`src/rtl/audio_pkg.sv`:
```
// Shared constants and saturation helper for the PDM/PWM audio paths.
package audio_pkg;

    localparam int SAMPLE_W   = 16;
    localparam int RAM_ADDR_W = 11;

    localparam logic BANK_PING = 1'b0;
    localparam logic BANK_PONG = 1'b1;

    localparam logic signed [SAMPLE_W-1:0] SAT_MAX = 16'sh7FFF;
    localparam logic signed [SAMPLE_W-1:0] SAT_MIN = 16'sh8000;

    // Clamp a 24-bit signed intermediate into the 16-bit sample range.
    function automatic logic signed [SAMPLE_W-1:0] sat16(input logic signed [23:0] v);
        if (v > 24'(SAT_MAX)) begin
            return SAT_MAX;
        end else if (v < 24'(SAT_MIN)) begin
            return SAT_MIN;
        end
        return v[SAMPLE_W-1:0];
    endfunction

endpackage

```
`src/rtl/pdm_deserializer.sv`:
```
// PDM clock divider, input synchronizer and boxcar decimator producing
// saturated signed samples with a one-cycle sample_valid pulse.
module pdm_deserializer
    import audio_pkg::*;
#(
    parameter int PDM_CLK_DIV = 20,
    parameter int DECIM       = 64,
    parameter int GAIN_SHIFT  = 9
) (
    input  logic                       clk,
    input  logic                       rst,
    input  logic                       en,
    input  logic                       pdm_data,
    output logic                       pdm_clk,
    output logic signed [SAMPLE_W-1:0] sample,
    output logic                       sample_valid
);

    logic [7:0]                 div_q, div_d;
    logic                       pdm_clk_q, pdm_clk_d;
    logic                       sync1_q, sync2_q;
    logic [7:0]                 cnt_q, cnt_d;
    logic [7:0]                 acc_q, acc_d;
    logic signed [SAMPLE_W-1:0] sample_q, sample_d;
    logic                       valid_q, valid_d;
    logic [7:0]                 ones;
    logic signed [23:0]         centred;

    always_comb begin
        div_d     = div_q;
        pdm_clk_d = pdm_clk_q;
        cnt_d     = cnt_q;
        acc_d     = acc_q;
        sample_d  = sample_q;
        valid_d   = 1'b0;
        ones      = acc_q + {7'd0, sync2_q};
        centred   = signed'((24'(ones) << 1) - 24'(DECIM)) <<< GAIN_SHIFT;

        if (!en) begin
            pdm_clk_d = 1'b0;
            cnt_d     = '0;
            acc_d     = '0;
        end else if (div_q == 8'(PDM_CLK_DIV - 1)) begin
            div_d     = '0;
            pdm_clk_d = ~pdm_clk_q;
            // The mic bit is taken on the cycle the clock is driven low.
            if (pdm_clk_q) begin
                if (cnt_q == 8'(DECIM - 1)) begin
                    cnt_d    = '0;
                    acc_d    = '0;
                    sample_d = sat16(centred);
                    valid_d  = 1'b1;
                end else begin
                    cnt_d = cnt_q + 8'd1;
                    acc_d = ones;
                end
            end
        end else begin
            div_d = div_q + 8'd1;
        end
    end

    always_ff @(posedge clk) begin
        if (rst) begin
            div_q     <= '0;
            pdm_clk_q <= 1'b0;
            sync1_q   <= 1'b0;
            sync2_q   <= 1'b0;
            cnt_q     <= '0;
            acc_q     <= '0;
            sample_q  <= '0;
            valid_q   <= 1'b0;
        end else begin
            div_q     <= div_d;
            pdm_clk_q <= pdm_clk_d;
            sync1_q   <= pdm_data;
            sync2_q   <= sync1_q;
            cnt_q     <= cnt_d;
            acc_q     <= acc_d;
            sample_q  <= sample_d;
            valid_q   <= valid_d;
        end
    end

    assign pdm_clk      = pdm_clk_q;
    assign sample       = sample_q;
    assign sample_valid = valid_q;

endmodule

```
`src/rtl/pdm_mic_capture.sv`:
```
// PDM microphone capture: decimated samples written to ping/pong banks with a
// ready/ack bank handshake. Define PDM_MIC_DC_BLOCK_EN to add a DC-blocking stage.
module pdm_mic_capture
    import audio_pkg::*;
#(
    parameter int SYS_CLK_FREQ_MHZ = 100,
    parameter int PDM_CLK_DIV      = 20,
    parameter int DECIM            = 64,
    parameter int GAIN_SHIFT       = 9,
    parameter int DATA_WIDTH       = 16,
    parameter int BANK_AW          = RAM_ADDR_W
) (
    input  logic                  HCLK,
    input  logic                  HRESET,
    input  logic                  EN,
    output logic                  PDM_CLK,
    output logic                  PDM_LRSEL,
    input  logic                  PDM_DATA,
    output logic [RAM_ADDR_W-1:0] ram_addr,
    output logic [DATA_WIDTH-1:0] ram_wdata,
    output logic                  ping_we,
    output logic                  pong_we,
    output logic                  buf_ready,
    output logic                  buf_bank,
    input  logic                  buf_ack,
    output logic                  overrun
);

    localparam logic [RAM_ADDR_W-1:0] LAST_ADDR = RAM_ADDR_W'((1 << BANK_AW) - 1);

    if (SYS_CLK_FREQ_MHZ <= 0 || PDM_CLK_DIV < 4 || PDM_CLK_DIV > 255) begin : g_bad_clk
        $error("pdm_mic_capture: illegal clock parameters");
    end
    if (DECIM < 16 || DECIM > 128 || (DECIM & (DECIM - 1)) != 0) begin : g_bad_decim
        $error("pdm_mic_capture: DECIM must be a power of two in 16..128");
    end
    if (DATA_WIDTH != SAMPLE_W || BANK_AW < 1 || BANK_AW > RAM_ADDR_W) begin : g_bad_width
        $error("pdm_mic_capture: illegal width parameters");
    end

    logic signed [SAMPLE_W-1:0] ds_sample, st_sample;
    logic                       ds_valid, st_valid;

    pdm_deserializer #(
        .PDM_CLK_DIV (PDM_CLK_DIV),
        .DECIM       (DECIM),
        .GAIN_SHIFT  (GAIN_SHIFT)
    ) u_deser (
        .clk          (HCLK),
        .rst          (HRESET),
        .en           (EN),
        .pdm_data     (PDM_DATA),
        .pdm_clk      (PDM_CLK),
        .sample       (ds_sample),
        .sample_valid (ds_valid)
    );

`ifdef PDM_MIC_DC_BLOCK_EN
    logic signed [SAMPLE_W-1:0] x_prev_q, x_prev_d, y_prev_q, y_prev_d, hp_q, hp_d;
    logic                       hp_valid_q, hp_valid_d;
    logic signed [19:0]         y_full;

    // y = x - x_prev + y_prev - y_prev/256, a pole just inside z = 1.
    always_comb begin
        x_prev_d   = x_prev_q;
        y_prev_d   = y_prev_q;
        hp_d       = hp_q;
        hp_valid_d = 1'b0;
        y_full     = 20'(ds_sample) - 20'(x_prev_q) + 20'(y_prev_q) - 20'(y_prev_q >>> 8);
        if (!EN) begin
            x_prev_d = '0;
            y_prev_d = '0;
        end else if (ds_valid) begin
            hp_d       = sat16(24'(y_full));
            x_prev_d   = ds_sample;
            y_prev_d   = hp_d;
            hp_valid_d = 1'b1;
        end
    end

    always_ff @(posedge HCLK) begin
        if (HRESET) begin
            x_prev_q   <= '0;
            y_prev_q   <= '0;
            hp_q       <= '0;
            hp_valid_q <= 1'b0;
        end else begin
            x_prev_q   <= x_prev_d;
            y_prev_q   <= y_prev_d;
            hp_q       <= hp_d;
            hp_valid_q <= hp_valid_d;
        end
    end

    assign st_sample = hp_q;
    assign st_valid  = hp_valid_q;
`else
    assign st_sample = ds_sample;
    assign st_valid  = ds_valid;
`endif

    logic [BANK_AW:0]        idx_q, idx_d;
    logic [RAM_ADDR_W-1:0]   ram_addr_q, ram_addr_d;
    logic [DATA_WIDTH-1:0]   ram_wdata_q, ram_wdata_d;
    logic                    ping_we_q, ping_we_d, pong_we_q, pong_we_d;
    logic                    buf_ready_q, buf_ready_d, buf_bank_q, buf_bank_d;
    logic                    overrun_q, overrun_d;
    logic                    complete;

    // Handshake: buf_ready holds until the consumer pulses buf_ack; an ack while
    // buf_ready=0 is ignored, and a bank completing in the ack cycle keeps buf_ready set.
    always_comb begin
        idx_d       = idx_q;
        ram_addr_d  = ram_addr_q;
        ram_wdata_d = ram_wdata_q;
        ping_we_d   = 1'b0;
        pong_we_d   = 1'b0;
        buf_ready_d = buf_ready_q;
        buf_bank_d  = buf_bank_q;
        overrun_d   = overrun_q;
        complete    = (ping_we_q || pong_we_q) && (ram_addr_q == LAST_ADDR);

        if (st_valid) begin
            ram_addr_d  = RAM_ADDR_W'(idx_q[BANK_AW-1:0]);
            ram_wdata_d = DATA_WIDTH'(st_sample);
            ping_we_d   = (idx_q[BANK_AW] == BANK_PING);
            pong_we_d   = (idx_q[BANK_AW] == BANK_PONG);
            idx_d       = idx_q + 1'b1;
        end

        if (complete) begin
            buf_ready_d = 1'b1;
            buf_bank_d  = pong_we_q ? BANK_PONG : BANK_PING;
            if (buf_ready_q && !buf_ack) begin
                overrun_d = 1'b1;
            end
        end else if (buf_ack && buf_ready_q) begin
            buf_ready_d = 1'b0;
        end
    end

    always_ff @(posedge HCLK) begin
        if (HRESET) begin
            idx_q       <= '0;
            ram_addr_q  <= '0;
            ram_wdata_q <= '0;
            ping_we_q   <= 1'b0;
            pong_we_q   <= 1'b0;
            buf_ready_q <= 1'b0;
            buf_bank_q  <= 1'b0;
            overrun_q   <= 1'b0;
        end else begin
            idx_q       <= idx_d;
            ram_addr_q  <= ram_addr_d;
            ram_wdata_q <= ram_wdata_d;
            ping_we_q   <= ping_we_d;
            pong_we_q   <= pong_we_d;
            buf_ready_q <= buf_ready_d;
            buf_bank_q  <= buf_bank_d;
            overrun_q   <= overrun_d;
        end
    end

    assign PDM_LRSEL = 1'b0;
    assign ram_addr  = ram_addr_q;
    assign ram_wdata = ram_wdata_q;
    assign ping_we   = ping_we_q;
    assign pong_we   = pong_we_q;
    assign buf_ready = buf_ready_q;
    assign buf_bank  = buf_bank_q;
    assign overrun   = overrun_q;

endmodule

```
`config.mk`:
```
export PLATFORM = sky130hd
export DESIGN_NAME = pdm_mic_capture
export DESIGN_NICKNAME = d
export VERILOG_FILES = /design/src/rtl/audio_pkg.sv /design/src/rtl/pdm_deserializer.sv /design/src/rtl/pdm_mic_capture.sv
export SDC_FILE = /design/constraint.sdc
export NUM_CORES = 1
export LEC_CHECK = 0
export CAP_MARGIN = 20
export CORE_MARGIN = 5
export CORE_UTILIZATION = 55
export CTS_BUF_LIST = sky130_fd_sc_hd__clkbuf_16
export DETAILED_ROUTE_END_ITERATION = 7
export PLACE_DENSITY_LB_ADDON = 0.05
export RECOVER_POWER = 100
export SETUP_SLACK_MARGIN = 0.4
export SLEW_MARGIN = 20
export SYNTH_ARGS = -nofsm -noshare
export SYNTH_HDL_FRONTEND = slang
export SYNTH_SLANG_ARGS = --single-unit
export TNS_END_PERCENT = 30
```
`constraint.sdc`:
```
create_clock -name HCLK -period 2.4 [get_ports HCLK]
set_input_delay 0.72 -clock HCLK [delete_from_list [all_inputs] [get_ports HCLK]]
set_output_delay 0.72 -clock HCLK [all_outputs]
set_load 0.005 [all_outputs]
```
==> run_results.csv <==
group,metric,value,unit
critical_path,timing.rr.end,"u_deser.sample[15]",
clock_network,cts_buffer_depth,2,
power,internal-power,1980,uW
placed_design,dpl.hpwl,4130,um
grt,grt_pass1_vias,2272,
critical_path,cp.required,1.68,ns
critical_path,critPathMaxStageDelay,0.61,ns
critical_path,regToRegSetupSlack,0.46,ns
min_path,min-delay-start,"u_deser.sync1_q",
min_path,hp-class,"reg2reg",
floorplan,die_area,7180,um2
final_layout,drive_above_1_share,9.55,%
synth,synth_area_per_cell,8.96,um2
critical_path,worstPathBufferInverterCount,1,
clock_network,cts_tree,"yes",
status,status,"finished, final reports clean",
floorplan,fp.dieH,84.7,um
floorplan,initial_utilization,56.1,%
min_path,holdPathEnd,"u_deser.sync2_q",
drt,drtIter0Drc,104,
power,seqPwrFrac,47.3,%
synth,ys_ff_latch,70,
drt,viasPerCell,5.33,
floorplan,rows,27,
final_layout,antennaDiodeCount,0,
critical_path,critPathMaxFanout,11,
power,cellPowerDensity,663,nW/um2
grt,grt_pass1_wl,10500,um
final_layout,final_nets,382,
power,power_frac_clock,51.0,%
drt,num_vias,2394,
clock_network,htreeDepth,3,
synth,netlist_area,3070,um2
drt,finalWirelength,6040,um
synth,syn-instance-count,343,
placed_design,pre_cts_slack,0.196,ns
synth,synth_area_leader_cell,"dfxtp_1",
clock_network,cts_inserted_buffers,9,
power,p_leak,0.00140,uW
timing,hold_viol_final,0,
synth,synth_area_leaders,"dfxtp_1, nor2_1, mux2i_1",
clock_network,clock_sinks,70,
final_layout,final_common_cell,"dfxtp_1",
critical_path,setup.worst_path.class,"reg2out",
critical_path,cp_top_family,"buffers and inverters",
critical_path,regToRegStartpoint,"u_deser.acc_q[0]",
timing,rsz0062_at_grt,"yes",
clock_network,clk_latency,0.32,ns
grt,grt_antenna_before_repair,0,
floorplan,die_x,84.7,um
critical_path,end_kind,"output pin",
drt,wire_per_inst,13.5,um
clock_network,root_buffer,"clkbuf_16",
floorplan,coreArea,5470,um2
placed_design,gp_congestion,0.901,
grt,grt.total_usage,18.1,%
drt,drtAntennaViolNets,0,
timing,fmax,0.476,GHz
critical_path,cp_cell_sequence,"dlygate4sd3_1",
drt,route.detailed.drc,0,
timing,setup_viol,0,
final_layout,fin_cells,449,
job,max-cap-violations,0,
critical_path,arrival,1.38,ns
timing,clock_skew,0.00444,ns
final_layout,fin_area,3730,um2
synth,yosysTopAreaCellShare,45.6,%
critical_path,startpoint_type,"flip-flop",
final_layout,layout_common_cells,"dfxtp_1, nor2_1, dlygate4sd3_1, nand2_1, a21oi_1",
floorplan,ios,39,
placed_design,place_inst,433,
min_path,holdPathStages,1,
power,swShare,20.1,%
timing,worst_slack,0.300,ns
drt,first_pass_iters,4,
power,p_switching,497,uW
synth,synth_cell_types,40,
final_layout,syn_to_final_growth,21.5,%
timing,fin_crit_sh,87.5,%
synth,ys_seq_area_share,45.6,%
grt,grt_start_max_net_pins,45,
timing,relSlewSlack,44.3,%
power,combPwrFrac,1.7,%
clock_network,path_clk_slew,0.05,ns
placed_design,place_area,3440,um2
grt,grt_overflow,0,
placed_design,port_buffers,37,
power,irDropWorstVdd,0.000453,V
timing,fin_tns_setup,0,ns
timing,worst_pin_slew,0.835,ns
synth,yosysWarnings,0,
critical_path,crit_path_top_delay_cell,"dlygate4sd3_1",
timing,min_period,2.10,ns
timing,drv_slew,0,
synth,syn-num-nets,353,
clock_network,cts_setup_buffers,0,
critical_path,ff2ff_path_depth,7,
## layer usage
metal | global-route usage, % | part of all wire [%] | wire length [um] | vias up
li1 | - | - | - | 1230
met1 | 22.7 | 46 | 2790 | 1092
met2 | 27.9 | 47 | 2830 | 66
met3 | 5.20 | 5.9 | 356 | 6
met4 | 9.78 | 1.2 | 71 | 0
met5 | 0 | 0 | 0 | -
## state kept, by name, summed over array words and instances (netlist names)
register and count:
buf_bank 1, buf_ready 1, idx_q 12, overrun 1, ping_we 1, pong_we 1, ram_addr 11, ram_wdata 7
u_deser.acc_q 8, u_deser.cnt_q 8, u_deser.div_q 8, u_deser.pdm_clk 1, u_deser.sample 7, u_deser.sample_valid 1, u_deser.sync1_q 1, u_deser.sync2_q 1
## synthesized netlist by cell type (all sizes together)
cell    number
or3          5
a211oi       3
inv          2
nor3        12
nand3       13
xnor2        7
nor3b        1
o21a         1
nor4b        1
nand4       11
ha           5
a311o        1
nand3b       5
nor2        56
mux2i       20
conb         1
a21oi       22
buf         18
o21ai        7
and3         8
nand2b       4
a21o         1
nand2       27
and4bb       1
dfxtp       70
clkbuf      10
and2         1
and3b        1
o311ai       1
nor2b        3
xor2        16
or4b         2
nor4         5
and4         2
## kinds of logic after synthesis
kind of cell | Yosys count | share of synthesized area (%)
AND/OR/NAND/NOR | 158 | 26.7
flip-flops | 70 | 45.6
AO/OA/AOI/OAI | 36 | 6.60
buffers and inverters | 30 | 5.90
XOR/XNOR | 23 | 6.56
multiplexers | 20 | 6.51
adder cells (fa/ha/maj) | 5 | 2.04
other | 1 | 0.122
## through the flow
step	power, uW	hold WS [ns]	utilization, %
after CTS	2510	0.452	68.2
after global routing	2580	0.463	68.2
after floorplan	1230	0.414	-
after detailed placement	1240	0.427	62.8
final	2480	0.452	68.2
after global placement	1240	0.421	62.8
## how the worst max path moves through the flow
stage	from	end	slack, ns	depth (start not counted)
floorplan	u_deser.cnt_q[0]	u_deser.acc_q[7]	0.51	7
global placement	EN	u_deser.sample[15]	0.20	5
detailed placement	EN	u_deser.sample[15]	0.20	5
CTS	u_deser.cnt_q[0]	u_deser.acc_q[7]	0.34	6
global route	ram_wdata[9]	ram_wdata[9]	0.16	1
finish	ram_wdata[9]	ram_wdata[5]	0.30	1
## repair_timing
action                                  4_1_cts  5_1_grt
endpoints found under the setup margin       15       25
endpoints found under the hold margin         0        0
gates cloned                                  0        0
pin swaps                                     0        1
hold buffers                                  0        0
resized for setup                             2        8
## power groups by stage
stage	clock, uW	sequential (uW)	combinational [uW]
final	1260	1170	41.8
after global routing	1360	1170	47.9
after CTS	1290	1170	47.9
after detailed placement	0	1200	46.8
after global placement	0	1200	47.4
after floorplan	0	1200	33.2
## cell type report
| cell class | count | area [um2] |
|---|---|---|
| Fill cell | 461 | 1740 |
| Multi-Input combinational cell | 243 | 1510 |
| Sequential cell | 70 | 1400 |
| Timing Repair Buffer | 46 | 432 |
| Clock buffer | 9 | 225 |
| Tap cell | 72 | 90.1 |
| Clock inverter | 7 | 65.1 |
| Inverter | 2 | 7.51 |
Note: power is estimated with default switching activity, not from simulation.
